**config.mk**
```make
export PLATFORM = sky130hd
export DESIGN_NAME = jam_job_ctrl
export DESIGN_NICKNAME = d
export VERILOG_FILES = /design/src/rtl/jam_job_ctrl.sv
export SDC_FILE = /design/constraint.sdc
export NUM_CORES = 1
export LEC_CHECK = 0
export CAP_MARGIN = 10
export CELL_PAD_IN_SITES_DETAIL_PLACEMENT = 0
export CELL_PAD_IN_SITES_GLOBAL_PLACEMENT = 1
export CORE_MARGIN = 1
export CORE_UTILIZATION = 52
export CTS_CLUSTER_SIZE = 40
export DETAILED_ROUTE_END_ITERATION = 7
export GPL_TIMING_DRIVEN = 1
export PLACE_DENSITY_LB_ADDON = 0.1
export SYNTH_ARGS = -nofsm -noshare
export SYNTH_HDL_FRONTEND = slang
export SYNTH_SLANG_ARGS = --single-unit
```
**constraint.sdc**
```tcl
create_clock -name CLK -period 5.5 [get_ports CLK]
set_input_delay 1.1 -clock CLK [delete_from_list [all_inputs] [get_ports CLK]]
set_output_delay 1.1 -clock CLK [all_outputs]
set_load 0.01 [all_outputs]
```
**src/rtl/jam_job_ctrl.sv**
```systemverilog
// jam_job_ctrl: job sequencer for the JAM assignment search engine.
// Loads an NxN cost table from a host stream, serves the engine's
// combinational cost lookups, runs the engine with a cycle budget and
// returns MinCost/MatchCount/cycle count over a valid/ready handshake.
module jam_job_ctrl #(
  parameter int unsigned N       = 8,
  parameter int unsigned COST_W  = 7,
  parameter logic [23:0] TIMEOUT = 24'd400000
) (
  input  logic                 CLK,
  input  logic                 RST_N,
  input  logic                 in_valid,
  output logic                 in_ready,
  input  logic [COST_W-1:0]    in_data,
  input  logic                 abort,
  output logic                 eng_rst,
  input  logic [$clog2(N)-1:0] eng_W,
  input  logic [$clog2(N)-1:0] eng_J,
  output logic [COST_W-1:0]    eng_cost,
  input  logic                 eng_valid,
  input  logic [9:0]           eng_mincost,
  input  logic [3:0]           eng_matchcount,
  output logic                 res_valid,
  input  logic                 res_ready,
  output logic [9:0]           res_mincost,
  output logic [3:0]           res_matchcount,
  output logic [23:0]          res_cycles,
  output logic                 err_timeout,
  output logic                 busy
);

  localparam int unsigned AW      = $clog2(N);
  localparam int unsigned IW      = 2 * AW;
  localparam int unsigned ENTRIES = N * N;
  localparam logic [IW-1:0] LAST  = IW'(ENTRIES - 1);

  typedef enum logic [2:0] {
    S_IDLE,
    S_LOAD,
    S_KICK,
    S_RUN,
    S_RESULT
  } state_t;

  state_t              state;
  logic [IW-1:0]       idx;
  logic                kick_cnt;
  logic [23:0]         cnt;
  logic [23:0]         cnt_inc;
  logic                accept;
  logic [COST_W-1:0]   tbl [ENTRIES];

  // Status/handshake decodes of the registered state.
  always_comb begin
    in_ready = ((state == S_IDLE) || (state == S_LOAD)) && !abort;
    accept   = in_valid && in_ready;
    eng_rst  = (state != S_RUN);
    busy     = (state != S_IDLE);
    eng_cost = tbl[{eng_W, eng_J}];
    cnt_inc  = (cnt == '1) ? cnt : cnt + 24'd1;
  end

  // Job sequencer: load, engine kick, run with budget, result handshake.
  always_ff @(posedge CLK or negedge RST_N) begin
    if (!RST_N) begin
      state          <= S_IDLE;
      idx            <= '0;
      kick_cnt       <= 1'b0;
      cnt            <= '0;
      res_valid      <= 1'b0;
      res_mincost    <= '0;
      res_matchcount <= '0;
      res_cycles     <= '0;
      err_timeout    <= 1'b0;
      tbl            <= '{default: '0};
    end else if (abort && (state != S_IDLE)) begin
      state     <= S_IDLE;
      idx       <= '0;
      res_valid <= 1'b0;
    end else begin
      case (state)
        S_IDLE: begin
          if (accept) begin
            tbl[0] <= in_data;
            idx    <= IW'(1);
            state  <= S_LOAD;
          end
        end
        S_LOAD: begin
          if (accept) begin
            tbl[idx] <= in_data;
            if (idx == LAST) begin
              idx      <= '0;
              kick_cnt <= 1'b0;
              state    <= S_KICK;
            end else begin
              idx <= idx + IW'(1);
            end
          end
        end
        S_KICK: begin
          cnt         <= '0;
          err_timeout <= 1'b0;
          kick_cnt    <= 1'b1;
          if (kick_cnt) state <= S_RUN;
        end
        S_RUN: begin
          if (eng_valid) begin
            res_mincost    <= eng_mincost;
            res_matchcount <= eng_matchcount;
            res_cycles     <= cnt;
            res_valid      <= 1'b1;
            state          <= S_RESULT;
          end else if (cnt_inc == (TIMEOUT - 24'd1)) begin
            // Budget hit on the cycle the count reaches TIMEOUT-1.
            res_mincost    <= '1;
            res_matchcount <= '0;
            res_cycles     <= cnt_inc;
            err_timeout    <= 1'b1;
            res_valid      <= 1'b1;
            state          <= S_RESULT;
          end else begin
            cnt <= cnt_inc;
          end
        end
        S_RESULT: begin
          if (res_ready) begin
            res_valid <= 1'b0;
            state     <= S_IDLE;
          end
        end
        default: state <= S_IDLE;
      endcase
    end
  end

endmodule

```
== Word level (Yosys, flattened, before mapping) ==
Index checks and enable logic that the tools add are counted.
Word-level totals
  bits in registers: 522
  output and inout bits: 50
  logic and storage cells: 167
Cells by class
  add/sub/neg operators: 2
  $lt $le $gt $ge: 3
  eq/ne operators: 20
  muxes and demuxes: 43
  bitwise logic cells: 3
  reduce and logical (&&, ||, !) cells: 23
Operators with widths (count)
  $bwmux 448: 1
  $mux 448: 1
  $mux 24: 5
  $pmux 24 s2: 1
  $bmux 7 s6: 1
  $demux 7 s6: 1
  $mux 7: 4
  $add 24x1->24 const B: 1
  $eq 24x19->1 const B: 1
  $eq 24x24->1 const B: 1
  $mux 3: 8
  $mux 6: 4
  $mux 10: 2
  $reduce_and 4->1: 4
  $pmux 3 s5: 1
  $ge 7x7->1 const B: 2
  $not 6->7: 2
  $pmux 7 s2: 1
  $pmux 6 s2: 1
  $reduce_and 3->1: 4
  $ne 2x2->1 const B: 5
  $ne 3x2->1 const B: 3
  $reduce_bool 3->1: 3
  $mux 4: 2
  19 further kinds: 35

== Logic depth before layout (Yosys ltp) ==
Gate-level depths: netlist (run 1).
  depth in word-level cells: 8
  mapped depth: 12
  mapped depth without buffers: 9

== Least setup slack after synthesis (run 1) ==
OpenSTA, ideal clock, no wires.
  path kind: input to output
  from: in eng_J[0]
  to: out eng_cost[0]
  arrival: 3623 ps
  setup slack: 777 ps
  stages: 6
  path buffers: 3
  cell sequence: clkbuf_1 -> buf_1 -> buf_1 -> mux4_2 -> mux4_2 -> mux4_2
Between the ends
  longest elaborated chain between the ends: 4
RTL lines
  from (decl): RTL line 18  | input logic [$clog2(N)-1:0] eng_J,
  $not 6->7 (not written as such): RTL line 59  | eng_cost = tbl[{eng_W, eng_J}];
  $bmux 7 s6: RTL line 59
  $mux 7 (not written as such) (2 in series): RTL line 59
  to (decl): RTL line 19  | output logic [COST_W-1:0] eng_cost,
No other way between the ends. The select of a mux whose other input is x is not followed.

== Worst setup path after layout (run 1) ==
  from: in eng_J[0]
  to: out eng_cost[3]
Same word-level chain as after synthesis.

==> flow_summary_export.csv, run 1 <==
group,metric,value,unit
routing,route.met3.wl,2790,um
floorplanning,coreArea,0.0465,mm^2
global_routing,antenna_found_initial,0,
synthesis,ys_seq_area_share,53.4,%
sta,grt_setup_unrepaired,"false",
synthesis,syn_inst,1662,
cts,cts_max_level,2,
routing,wl_met2,28100,um
routing,avgRoutedWirePerCell,25.1,um
synthesis,synth_top_area_share,53.4,%
synthesis,ys_seq_elements,522,
synthesis,synth.most_common_cell,"dfrtp_1",
critical_path,end_kind,"primary output",
synthesis,yosysWarnings,0,
cells_and_area,nFillCells,3582,
cts,clockBufferDepth,3,
routing,dr.max_layer_used,"met4",
floorplanning,start_util,52.7,%
sta,finalCriticalPeriod,4.93,ns
cells_and_area,final_nets,1752,
global_routing,grt_pass1_vias,15200,
routing,drt_iter0_markers,1062,
synthesis,synthTopCellsByCount,"dfrtp_1 (522), mux2_2 (461), mux4_2 (147), clkbuf_1 (90), nand2_1 (79)",
placed_design,io_buffers,82,
synthesis,synth_top_area_cell,"dfrtp_1",
routing,dr.pass1.iters,5,
routing,drt-met1-wl,26400,um
global_routing,grtUsageTotal,25.8,%
synthesis,synthArstFlopShare,100,%
cells_and_area,drive_gt1_share,43.3,%
critical_path,slowest_stage,"mux4_2",
pwr,p_leak,13.0,nW
cts,root_buffer,"clkbuf_16",
sta,post-route-period-util,89.6,%
sta,skew,0.0188,ns
pwr,power.total,9.59,mW
cells_and_area,area_growth,13.5,%
critical_path,crit_family,"multiplexers",
global_routing,grt_max_degree,131,
critical_path,path_buf_inv,3,
floorplanning,rows,79,
pwr,power_density,345,mW/mm^2
synthesis,ys_types,62,
sta,worst_pin_slew,1.22,ns
cts,cts_setup_buffers,0,
global_routing,grt_overflow,0,
floorplanning,ios,83,
floorplanning,dieArea,0.0479,mm^2
cts,cts_tree,"built",
critical_path,crit_path_max_incr_delay,0.57,ns
placed_design,post-dp-hpwl,37800,um
synthesis,synth_edf_count,0,
cts,cts_resized,0,
floorplanning,die_w,219,um
sta,hold_viol,0,
routing,route.vias.total,14500,
critical_path,cp_data_arrival_time,3.83,ns
cts,clk_pin_slew,0.06,ns
job,cap_violations,0,
pwr,peakVddDrop,0.297,mV
synthesis,synthesis.nets,1697,
routing,drc_errors,0,
routing,routed_wl,59200,um
sta,tns,0,ns
sta,setup_violations,0,
placed_design,gp_congestion,0.863,
sta,relSlewSlack,18.7,%
critical_path,cp-start-kind,"input pin",
critical_path,cp.required,4.40,ns
cts,clkSinkCount,522,
floorplanning,die_y,219,um
global_routing,grt_pass1_wl,93100,um
cells_and_area,num_antenna_cells,0,
synthesis,synth.avg_cell_area,14.7,um^2
min_path,hp-class,"reg -> reg",
critical_path,crit_top_cell,"mux4_2",
cells_and_area,final_util,59.8,%
synthesis,synthesis.area,0.0245,mm^2
sta,drv_slew,0,
cts,cts_made_buffers,56,
critical_path,crit_chain,"buf_6 > buf_4 > mux4_2 > mux4_2 > mux4_2 > clkdlybuf4s50_1",
cts,clock_latency,0.61,ns
run_status,outcome,"complete, no violations",
cts,ctsHoldBuffers,0,
synthesis,ys.flop_type,"dfrtp_1",
routing,ant_nets,0,
critical_path,path_max_fanout,21,
routing,vias_per_cell,6.15,
synthesis,ys_top_cells_by_area,"dfrtp_1 (53%), mux2_2 (21%), mux4_2 (14%)",
sta,max_freq,0.203,GHz
placed_design,post-place-ws,0.524,ns
critical_path,worst-setup-path-type,"in -> out",
sta,setup_slack,0.572,ns
## through the flow
| stage | cell area [um^2] | hold WS (ns) | cells |
|---|---|---|---|
| final | 27800 | 0.487 | 2361 |
| after global routing | 27800 | 0.511 | 2361 |
| after CTS | 27800 | 0.492 | 2361 |
| after detailed placement | 26000 | 0.479 | 2266 |
| after global placement | 26000 | 0.468 | 2266 |
| after floorplan | 24500 | 0.474 | 1662 |
## area by class of cell
type	count	area, um^2	share of cell area (%)
well taps	607	759	2.73
inverters	6	22.5	0.0811
repair buffers	132	1280	4.63
flip-flops and latches	522	13100	47.0
clock inverters	13	180	0.649
multi-input cells	999	10800	39.0
clock buffers	82	1630	5.87
## state kept, by name, summed over array words and instances, names as in the netlist
register and cells:
res_valid 1, idx 6, res_mincost 10, err_timeout 1
res_cycles 24, tbl 448, kick_cnt 1, res_matchcount 4
cnt 24, state 3
## worst paths after layout
| path | start | to | slack [ns] | depth (start not counted) |
|---|---|---|---|---|
| min | res_cycles[17] | res_cycles[17] | 0.49 | 1 |
| max | eng_J[0] | eng_cost[3] | 0.57 | 6 |
| max in group asynchronous | RST_N | tbl[90] | 3.68 | 2 |
| min reg2reg | res_cycles[17] | res_cycles[17] | 0.49 | 1 |
| min in group asynchronous | RST_N | tbl[447] | 0.51 | 1 |
| max reg2reg | cnt[1] | res_cycles[3] | 1.53 | 8 |
## placed cells by master (no fill, tap or decap), drive strengths merged, types with 23 or more instances in the layout
cell type	count
buf	61
clkbuf	82
clkdlybuf4s50	71
dfrtp	522
mux2	471
mux4	147
nand2	79
nand3	23
nor2	60
o21ai	26
## where the power goes
part / total (mW) / switching [mW] / internal, mW
Sequential: 4.49 / 0.345 / 4.15
Combinational: 1.38 / 0.670 / 0.705
Clock: 3.72 / 1.51 / 2.22
## routing by layer
layer | vias up | global-route usage, %
li1 | 6331 | -
met1 | 7743 | 36.5
met2 | 344 | 40.2
met3 | 111 | 4.48
met4 | 0 | 9.40
met5 | - | 0
## cell families after synthesis
family          after synthesis  synth area share, %
fa+ha+maj                     2                0.102
flops                       522                 53.4
compound gates              104                 3.17
buf+inv                     141                 2.32
simple gates                259                 5.22
mux                         619                 35.3
xor+xnor                     15                0.537
Note: power is estimated with default switching activity, not from simulation.
==> run 2: changes to the inputs <==
--- a/config.mk
+++ b/config.mk
@@ -10,7 +10,7 @@
 export CELL_PAD_IN_SITES_GLOBAL_PLACEMENT = 1
 export CORE_MARGIN = 1
 export CORE_UTILIZATION = 52
-export CTS_CLUSTER_SIZE = 40
+export CTS_CLUSTER_SIZE = 30
 export DETAILED_ROUTE_END_ITERATION = 7
 export GPL_TIMING_DRIVEN = 1
 export PLACE_DENSITY_LB_ADDON = 0.1
==> results of run 2 <==
Same layout as run 1: the final DEF is identical, and so are final timing and power.
==> run 3: changes to the inputs <==
--- a/config.mk
+++ b/config.mk
@@ -13,7 +13,7 @@
 export CTS_CLUSTER_SIZE = 30
 export DETAILED_ROUTE_END_ITERATION = 7
 export GPL_TIMING_DRIVEN = 1
-export PLACE_DENSITY_LB_ADDON = 0.1
+export PLACE_DENSITY_LB_ADDON = 0.08
 export SYNTH_ARGS = -nofsm -noshare
 export SYNTH_HDL_FRONTEND = slang
 export SYNTH_SLANG_ARGS = --single-unit
==> run 3 against run 2 <==
Effect of this change:
- clock skew decreased by 0.0018 ns
- maximum frequency shrank 1.8%
- sequential power about the same
- sequential share of layout area fell by 0.097 points
- wire length increased by 1.7%
- combinational power about the same
- via count increased by 1.7%
- die area unchanged
- setup slack got worse by 0.091 ns
- utilization up 0.12 points
- largest power group unchanged
==> flow_summary_export.csv, run 3 (synthesis gave the netlist of run 1 again) <==
group,metric,value,unit
run_status,outcome,"complete, no violations",
sta,finalCriticalPeriod,5.02,ns
routing,vias_per_cell,6.23,
sta,drv_slew,0,
floorplanning,die_y,219,um
critical_path,cp-startpoint,"eng_J[0]",
floorplanning,coreArea,0.0465,mm^2
cells_and_area,area_growth,13.8,%
cts,clkSinkCount,522,
global_routing,antenna_found_initial,2,
floorplanning,rows,79,
sta,grt_setup_unrepaired,"false",
pwr,peakVddDrop,0.261,mV
floorplanning,die_w,219,um
sta,tns,0,ns
placed_design,io_buffers,82,
sta,worst_pin_slew,1.12,ns
critical_path,ff2ff_path_depth,8,
cells_and_area,multiInputGateArea,0.0108,mm^2
critical_path,cp.required,4.40,ns
placed_design,gp_congestion,0.820,
sta,setup_slack,0.481,ns
critical_path,crit_family,"multiplexers",
critical_path,cp_data_arrival_time,3.92,ns
critical_path,crit_chain,"buf_6 > buf_4 > mux4_2 > mux4_2 > mux4_2 > clkdlybuf4s50_1",
sta,post-route-period-util,91.2,%
critical_path,crit_top_cell,"mux4_2",
cts,cts_tree,"built",
critical_path,end_kind,"primary output",
floorplanning,start_util,52.7,%
cells_and_area,final_cell_mix,"dfrtp_1 (522), mux2_2 (461), mux4_2 (147), nand2_1 (79), clkdlybuf4s50_1 (71)",
cts,cts_setup_buffers,0,
cts,root_buffer,"clkbuf_16",
critical_path,worst-setup-path-type,"in -> out",
sta,hold_viol,0,
cells_and_area,largestRegisters,"tbl x448, cnt x24, res_cycles x24",
cts,ctsHoldBuffers,0,
critical_path,r2r_start,"cnt[0]",
critical_path,path_max_fanout,24,
global_routing,grt_overflow,0,
routing,avgRoutedWirePerCell,25.4,um
cts,clock_latency,0.61,ns
global_routing,grtUsageTotal,26.3,%
routing,routed_wl,60200,um
critical_path,crit_path_max_incr_delay,0.60,ns
global_routing,grt_max_degree,143,
cts,cts_made_buffers,55,
critical_path,cp-start-kind,"input pin",
cells_and_area,largest_register,"tbl",
cts,cts_max_level,2,
routing,dr.pass1.iters,5,
routing,route.vias.total,14800,
sta,max_freq,0.199,GHz
cells_and_area,final_common_cell,"dfrtp_1",
floorplanning,ios,83,
cts,cts_resized,0,
critical_path,r2r_slack,1.47,ns
pwr,p_leak,13.1,nW
cells_and_area,num_antenna_cells,0,
cells_and_area,final_nets,1750,
cells_and_area,drive_gt1_share,43.4,%
routing,ant_nets,0,
cells_and_area,nFillCells,3591,
cts,clk_pin_slew,0.06,ns
pwr,power_density,348,mW/mm^2
sta,skew,0.0170,ns
global_routing,grt_pass1_wl,95000,um
critical_path,slowest_stage,"mux4_2",
job,cap_violations,0,
min_path,hp-class,"in -> async",
sta,setup_violations,0,
routing,drc_errors,0,
placed_design,post-place-ws,0.481,ns
cts,clockBufferDepth,3,
cells_and_area,seq_area,0.0131,mm^2
critical_path,path_buf_inv,3,
sta,relSlewSlack,24.5,%
cells_and_area,largest_register_ffs,448,
placed_design,post-dp-hpwl,38700,um
routing,drt_iter0_markers,1156,
global_routing,grt_pass1_vias,15300,
floorplanning,dieArea,0.0479,mm^2
critical_path,r2r_end,"res_cycles[5]",
[run 3: power by group]
part	internal (mW)	switching, mW
Combinational	0.707	0.656
Sequential	4.14	0.339
Clock	2.31	1.54
Total	7.16	2.54
[run 3: area by class of cell]
type / count / area share, %
inverter: 6 / 0.0809
clock inverter: 20 / 0.971
timing repair buffer: 131 / 4.55
tap: 607 / 2.73
clock buffer: 84 / 5.81
sequential: 522 / 46.9
multi-input combinational: 999 / 38.9
[run 3: how the worst max path moves through the flow]
| stage | endpoint | cells past startpoint |
|---|---|---|
| after CTS | eng_cost[2] | 6 |
| final | eng_cost[2] | 6 |
| after floorplan | eng_cost[0] | 6 |
| after global placement | eng_cost[2] | 6 |
| after detailed placement | eng_cost[2] | 6 |
| after global routing | eng_cost[2] | 6 |
[run 3: metrics by stage]
step | hold WS [ns] | util, % | cells | power [mW] | area (um^2)
global placement | 0.467 | 55.8 | 2265 | 5.90 | 25900
floorplan | 0.474 | - | 1662 | 5.28 | 24500
finish | 0.455 | 59.9 | 2369 | 9.70 | 27800
global route | 0.511 | 59.9 | 2369 | 10.1 | 27800
detailed placement | 0.475 | 55.8 | 2265 | 5.92 | 25900
CTS | 0.490 | 59.9 | 2369 | 9.80 | 27800
[run 3: metal layers]
metal  up-vias  global-route usage [%]  share of wire (%)
li1       6322                       -                  -
met1      7971                    39.3                 45
met2       390                    40.5                 47
met3        86                    3.95                5.5
met4         0                    7.15                2.1
met5         -                       0                  0
